File: config.mk
export PLATFORM = sky130hd
export DESIGN_NAME = sqrt_scheduler
export DESIGN_NICKNAME = d
export VERILOG_FILES = /design/src/rtl/sqrt_sched_pkg.sv /design/src/rtl/sqrt_step.sv /design/src/rtl/sqrt_scheduler.sv
export SDC_FILE = /design/constraint.sdc
export NUM_CORES = 1
export LEC_CHECK = 0
export ABC_AREA = 1
export CORE_MARGIN = 8
export CORE_UTILIZATION = 51
export DETAILED_ROUTE_END_ITERATION = 7
export GPL_TIMING_DRIVEN = 0
export PLACE_DENSITY_LB_ADDON = 0.25
export SETUP_SLACK_MARGIN = 0.2
export SKIP_LAST_GASP = 1
export SLEW_MARGIN = 5
export SYNTH_ARGS = -nofsm -noshare
export SYNTH_HDL_FRONTEND = slang
export SYNTH_SLANG_ARGS = --single-unit
File: constraint.sdc
create_clock -name i_clk -period 2.2 [get_ports i_clk]
set_input_delay 0.22 -clock i_clk [delete_from_list [all_inputs] [get_ports i_clk]]
set_output_delay 0.22 -clock i_clk [all_outputs]
set_load 0.005 [all_outputs]
File: src/rtl/sqrt_sched_pkg.sv
// sqrt_sched_pkg: shared types and widths for the square-root scheduler
package sqrt_sched_pkg;
  typedef enum logic [1:0] {IDLE, ITER, DONE} state_t;
  localparam int ID_W = 1;
  function automatic int rem_w(input int w);
    return w / 2 + 1;
  endfunction
endpackage

File: src/rtl/sqrt_step.sv
// sqrt_step: one restoring digit-serial square-root iteration (two radicand bits in, one root bit out)
module sqrt_step #(
  parameter int N = 8
) (
  input  logic [N-1:0] q_i,
  input  logic [N+1:0] r_i,
  input  logic [1:0]   d_i,
  output logic [N-1:0] q_o,
  output logic [N+1:0] r_o
);
  logic [N+1:0] rs, t;
  logic ge;
  // the partial remainder is bounded by 2q, so the shifted value always fits N+2 bits
  assign rs = (N+2)'({r_i, d_i});
  assign t = {q_i, 2'b01};
  assign ge = rs >= t;
  assign r_o = ge ? rs - t : rs;
  assign q_o = N'({q_i, ge});
endmodule

File: src/rtl/sqrt_scheduler.sv
// sqrt_scheduler: round-robin front end and sequencer for a shared digit-serial square-root engine
module sqrt_scheduler
  import sqrt_sched_pkg::*;
#(
  parameter int W = 16
) (
  input  logic                   i_clk,
  input  logic                   i_rst_n,
  input  logic                   i_valid0,
  input  logic [W-1:0]           i_x0,
  output logic                   o_ready0,
  input  logic                   i_valid1,
  input  logic [W-1:0]           i_x1,
  output logic                   o_ready1,
  output logic                   o_valid,
  input  logic                   i_ready,
  output logic [ID_W-1:0]        o_id,
  output logic [W/2-1:0]         o_root,
  output logic [rem_w(W)-1:0]    o_rem,
  output logic                   o_busy
);
  localparam int H = W / 2;
  localparam int CW = $clog2(H + 1);
  state_t          state_q;
  logic [W-1:0]    x_q;
  logic [H-1:0]    q_q, q_d;
  logic [H+1:0]    r_q, r_d;
  logic [CW-1:0]   cnt_q;
  logic [ID_W-1:0] id_q;
  logic            ptr_q;
  logic            idle;
  assign idle = state_q == IDLE;
  // ptr_q high means requester 1 is preferred when both are asking
  assign o_ready0 = idle && i_valid0 && (!i_valid1 || !ptr_q);
  assign o_ready1 = idle && i_valid1 && (!i_valid0 || ptr_q);
  assign o_valid = state_q == DONE;
  assign o_busy = !idle;
  assign o_id = id_q;
  assign o_root = q_q;
  assign o_rem = r_q[H:0];
  sqrt_step #(.N(H)) u_step (
    .q_i(q_q),
    .r_i(r_q),
    .d_i(x_q[W-1 -: 2]),
    .q_o(q_d),
    .r_o(r_d)
  );
  // arbitration, operand capture, iteration sequencing and result hold
  always_ff @(posedge i_clk or negedge i_rst_n) begin
    if (!i_rst_n) begin
      state_q <= IDLE;
      x_q <= '0;
      q_q <= '0;
      r_q <= '0;
      cnt_q <= '0;
      id_q <= '0;
      ptr_q <= 1'b0;
    end else begin
      case (state_q)
        IDLE: if (o_ready0 || o_ready1) begin
          x_q <= o_ready1 ? i_x1 : i_x0;
          id_q <= ID_W'(o_ready1);
          ptr_q <= !o_ready1;
          q_q <= '0;
          r_q <= '0;
          cnt_q <= CW'(H);
          state_q <= ITER;
        end
        ITER: begin
          x_q <= x_q << 2;
          q_q <= q_d;
          r_q <= r_d;
          cnt_q <= cnt_q - CW'(1);
          if (cnt_q == CW'(1)) state_q <= DONE;
        end
        DONE: if (i_ready) state_q <= IDLE;
        default: state_q <= IDLE;
      endcase
    end
  end
endmodule

==> results.cfg, run 1 <==
[timing]
fin_crit_sh_pct = 86.7
fin_worst_skew_ps = 10.5
setup_viol_count_final = 0
relSlewSlack_pct = 82.3
slew_viol_final = 0
maxClockFrequency_ghz = 0.525
rsz0062_at_grt = no
worstMarginPinSlew_ps = 262
post-route-min-period_ps = 1910
hold_viol_final = 0

[clock_network]
cts_inserted_buffers = 5
clk_pin_slew_ps = 80
htreeDepth = 2
insertion_delay_ps = 300
cts_max_path_buffers = 2
cts-root-buf = clkbuf_8
numClockSinks = 41
tritoncts = done

[placement]
place_congestion = 0.894
dp.cells = 464
port_buffers = 58
placed_area_mm2 = 0.00333
dp_hpwl_um = 4710

[grt]
track_usage_pct = 17.6
top_usage_layer = met2
grt_pass1_vias = 2475
antenna_found_initial = 0
grtUsageMet2_pct = 30.9
grt_pass1_wl_um = 10900
grt_overflow = 0
grt_max_degree = 40
grt_use_met1_pct = 20.2
use_met3_pct = 4.78

[die]
rows = 26
start_util_pct = 52.5
ios = 59
die_x_um = 88.0
core_area_mm2 = 0.00504
die_h_um = 88.0
dieArea_mm2 = 0.00775

[route]
drt-initial-drc-count = 105
via_count = 2414
drtAntennaViolNets = 0
drt_first_pass_iters = 4
drt_drc_violations_left = 0
via_per_inst = 5.05
wl_per_cell_um = 12.9
wl_um = 6170

[synthesis]
ys_seq_area_share_pct = 38.8
synth_top_area_share_pct = 38.8
synth_area_mm2 = 0.00265
ys_seq_elements = 41
synth_top_cell_by_area = dfrtp_1
synth_warnings = 0
synth_area_leaders = dfrtp_1 (39%), nand2_1 (15%), inv_1 (6.1%)
syn_inst = 335
synthesis.nets = 384
syn_avg_cell_area_um2 = 7.90
synth.distinct_cells = 33

[finish]
most-common-layout-cells = nand2_1 (108), clkdlybuf4s50_1 (56), inv_1 (43)
nets = 456
fillers = 424
design_area_mm2 = 0.00347
fin_cells = 478
area_growth_pct = 31.3
final_layout_size_suffix_gt1_share_pct = 14.2
layout_commonest_cell = nand2_1
seqCellArea_mm2 = 0.00103
final_core_util_pct = 68.9
multi_input_area_mm2 = 0.00135
n_antenna_cell = 0

[power]
p_sw_share_pct = 46.7
p_sw_mw = 2.72
p_int_mw = 3.10
clockPowerShare_pct = 8.3
peakVddDrop_mv = 0.822
combPwrFrac_pct = 67.6
power.density_mw_per_mm2 = 1680
p_leak_nw = 1.73
power.share.sequential_pct = 24.1

[critical_path]
cp-end-kind = output port
critical_path.top_delay_family = buffers and inverters
critical_path_class = reg2out
cp_slowest_cell = clkdlybuf4s50_1
path_buf_inv = 3
cpPeakStageDelay_ps = 490
arrival_ps = 1690
crit_chain = nor2_4 -> buf_4 -> nand3_2 -> inv_1 -> clkdlybuf4s50_1
crit_path_start_kind = flop
cp_data_required_time_ps = 1980
path_max_fanout = 4

[worst_hold_path]
hold_path.class = in2async

[outcome]
status = finished, final reports clean

[flow_run]
cap_violations = 0
-- metrics by stage --
stage | hold slack [ps] | setup TNS (ps) | total power, mW | worst slack, ps
2_1_floorplan | -75.6 | 0 | 4.14 | 584
3_3_place_gp | 460 | -4690 | 5.10 | -117
3_5_place_dp | 29.8 | 0 | 5.23 | 156
4_1_cts | 235 | 0 | 5.77 | 273
5_1_grt | 255 | 0 | 6.48 | 216
6_report | 244 | 0 | 5.82 | 294
-- synth_stat cells --
master and number:
a21o_1 3, a21oi_1 5, buf_2 2, buf_4 2, buf_6 6, buf_8 1, dfrtp_1 41, ha_1 12
inv_1 43, inv_2 3, inv_4 1, nand2_1 108, nand2_4 4, nand3_1 28, nand3_2 1, nand3b_1 2
nand4_1 2, nor2_1 9, nor2_4 3, nor2_8 1, nor3_1 1, o211ai_1 4, o211ai_2 9, o21ai_0 10
o21ai_1 6, o21ai_2 4, o221ai_1 1, o22ai_1 8, or2_0 7, or2_1 2, or2_2 4, xnor2_1 1
xor2_1 1
-- power groups by stage --
stage          clock (mW)  sequential, mW  combinational [mW]
6_report            0.481            1.40                3.93
5_1_grt             0.532            1.45                4.50
4_1_cts             0.495            1.40                3.88
3_5_place_dp            0            1.42                3.81
3_3_place_gp            0            1.41                3.69
2_1_floorplan           0            1.37                2.77
-- what timing repair did --
| action | in CTS | in global routing |
|---|---|---|
| gates resized for setup | 3 | 1 |
| pin swaps | 1 | 1 |
| setup buffers | 3 | 2 |
| endpoints found under the hold margin | 41 | 0 |
| setup endpoints to repair | 1 | 1 |
| hold buffers | 1 | 0 |
-- registers in the layout, summed over array words and instances, names as in the netlist --
register and flops:
ptr_q 1, state_q 2, x_q 16, o_root 8, cnt_q 4, r_q 9
o_id 1
-- per-layer routing --
metal	share of wire [%]	routed length, µm
met2	48	2990
met1	44	2730
met3	5.9	362
met5	0	0
met4	1.4	84
-- worst paths after layout --
| kind | startpoint | end | slack, ps | cells after the start |
|---|---|---|---|---|
| max in group asynchronous | i_rst_n | x_q[10] | 1550 | 3 |
| max reg2reg | o_root[1] | r_q[5] | 380 | 10 |
| min in group i_clk | ptr_q | ptr_q | 480 | 2 |
| min | i_rst_n | ptr_q | 240 | 2 |
| max | state_q[0] | o_ready0 | 290 | 5 |
| min reg2reg | ptr_q | ptr_q | 480 | 2 |
-- logic make-up (layout without fill, tap and decap cells) --
kind of cell | Yosys count | in the layout | share of synthesized area, %
adders and majority gates | 12 | 12 | 5.67
DFF | 41 | 41 | 38.8
AOI/OAI and AO/OA | 50 | 50 | 13.8
and+or+nand+nor | 172 | 172 | 30.3
buffers and inverters | 58 | 131 | 10.8
xor gates and xnor gates | 2 | 2 | 0.662
-- worst register-to-register path, stage by stage, from the launching register on --
cell	delay (ps)
dfrtp_1	360
inv_1	80
ha_1	360
or2_1	260
nand3_1	110
nand2_1	100
nand2_4	150
nand2_4	120
nand2_1	90
nand3_1	60
nand2_1	70
-- cell type report --
type | instances | share of cell area, %
Multi-Input combinational cell | 236 | 38.8
Timing Repair Buffer | 65 | 18.5
Clock buffer | 6 | 2.09
Tap cell | 70 | 2.52
Clock inverter | 2 | 0.288
Buffer | 11 | 3.10
Inverter | 47 | 5.15
Sequential cell | 41 | 29.6
Power figures use the tool's default switching activity.
==> run 2, diff against run 1 <==
Settings changed: CAP_MARGIN from default to 20, GPL_ROUTABILITY_DRIVEN from default to 1.
Clock period 2.2 ns to 1.8 ns, I/O delays scaled along.
==> results.cfg, run 2 (synthesis gave the netlist of run 1 again) <==
[route]
wl_um = 8060
via_per_inst = 5.16
via_count = 2659
drt-initial-drc-count = 127
drt_first_pass_iters = 4
drtAntennaViolNets = 0
drt_drc_violations_left = 0
wl_per_cell_um = 15.7

[finish]
final_layout_size_suffix_gt1_share_pct = 34.8
layout_commonest_cell = nand2_1
largest_reg_flops = 16
final_core_util_pct = 82.2
fin_cells = 515
nets = 494
largest_register = x_q
design_area_mm2 = 0.00415
most-common-layout-cells = nand2_1 (87), clkdlybuf4s50_1 (53), buf_4 (36)
area_growth_pct = 56.6
n_antenna_cell = 0

[clock_network]
tritoncts = done
insertion_delay_ps = 300
numClockSinks = 41
htreeDepth = 2
cts_inserted_buffers = 5
cts_max_path_buffers = 2
cts-root-buf = clkbuf_8
clk_pin_slew_ps = 80

[timing]
relSlewSlack_pct = 68.1
worstMarginPinSlew_ps = 479
timing.final.ws_setup_ps = 118
rsz0062_at_grt = yes
setup_viol_count_final = 0
fin_worst_skew_ps = 6.38
fin_crit_sh_pct = 93.5
finalSetupTns_ps = 0
post-route-min-period_ps = 1680
hold_viol_final = 0
hold_ws_ps = 356
slew_viol_final = 0
maxClockFrequency_ghz = 0.594

[placement]
placed_area_mm2 = 0.00335
pre_cts_ws_ps = -169
dp_hpwl_um = 4780
port_buffers = 58
dp.cells = 464
place_congestion = 0.878

[critical_path]
cp_data_required_time_ps = 2030
crit_chain = ha_4 -> nand2_4 -> inv_4 -> nand3_2 -> nand2_2 -> nor2_4 -> buf_12 -> nand2_8 -> nand2_4 -> nand3_2 -> nand2_1
cp-end-kind = flop
cpPeakStageDelay_ps = 440
cp_slowest_cell = dfrtp_1
arrival_ps = 1910
critical_path_class = reg2reg
path_max_fanout = 5
reg2reg_slack_ps = 120
crit_path_start_kind = flop
timing.rr.start = r_q[7]
reg2reg_to = r_q[2]
r2r_cells = 11

[power]
power.density_mw_per_mm2 = 2350
p_leak_nw = 1.99
power_mw = 9.75
peakVddDrop_mv = 1.12

[worst_hold_path]
hold_path.class = in2async

[outcome]
status = finished, final reports clean

[grt]
track_usage_pct = 20.6
grt_overflow = 0
grt_pass1_wl_um = 12600
antenna_found_initial = 0
grt_max_degree = 25
grt_pass1_vias = 2656

[flow_run]
cap_violations = 0

[die]
die_x_um = 88.0
rows = 26
ios = 59
dieArea_mm2 = 0.00775
die_h_um = 88.0
core_area_mm2 = 0.00504
start_util_pct = 52.5
run 2: cell count changes in the layout (fill, tap and decap cells not counted), sizes merged:
cell / before / now
dlygate4sd2: 1 / 2
bufinv: 0 / 1
buf: 18 / 52
clkinv: 2 / 1
clkbuf: 6 / 9
clkdlybuf4s50: 56 / 53
nand2: 112 / 114
run 2: how the worst max path moves through the flow:
stage          startpoint        to  slack (ps)
2_1_floorplan   o_root[1]    r_q[7]         210
3_3_place_gp      i_rst_n    r_q[6]        -480
3_5_place_dp     i_valid1  o_ready1        -170
4_1_cts        state_q[1]  o_ready1          30
5_1_grt            r_q[7]    r_q[2]          40
6_report           r_q[7]    r_q[2]         120
run 2: layout make-up:
class,count,area [µm²]
multi-input combinational,238,1650
sequential,41,1030
timing repair buffer,101,975
fill,304,897
inverter,47,184
buffer,11,115
tap,70,87.6
clock buffer,5,68.8
clock inverter,2,35.0
run 2: repair_timing:
item / 4_1_cts / 5_1_grt
hold buffers: 1 / 0
gates resized for setup: 59 / 30
pin swaps: 22 / 21
endpoints found under the hold margin: 17 / 0
setup endpoints to repair: 14 / 21
setup buffers: 28 / 11
cloned: 2 / 2
run 2: power by group:
group / internal [mW] / switching (mW) / leakage (nW)
clock: 0.404 / 0.336 / 0.0540
sequential: 1.40 / 0.339 / 0.504
combinational: 3.38 / 3.89 / 1.43
total: 5.19 / 4.56 / 1.99
run 2: worst max-delay path, delay by kind of cell, from the launching register on:
| kind | cells | cell delay [ps] |
|---|---|---|
| flip-flops | 1 | 440 |
| buffers and inverters | 2 | 200 |
| adder cells (fa/ha/maj) | 1 | 290 |
| AND/OR/NAND/NOR | 8 | 680 |
run 2: routing by layer:
metal	wire (µm)	part of all wire (%)	global-route usage, %	vias up
met4	298	3.7	7.99	0
met2	4190	52	35.6	107
li1	-	-	-	1301
met5	0	0	0	-
met1	3180	39	23.9	1226
met3	398	4.9	4.78	25
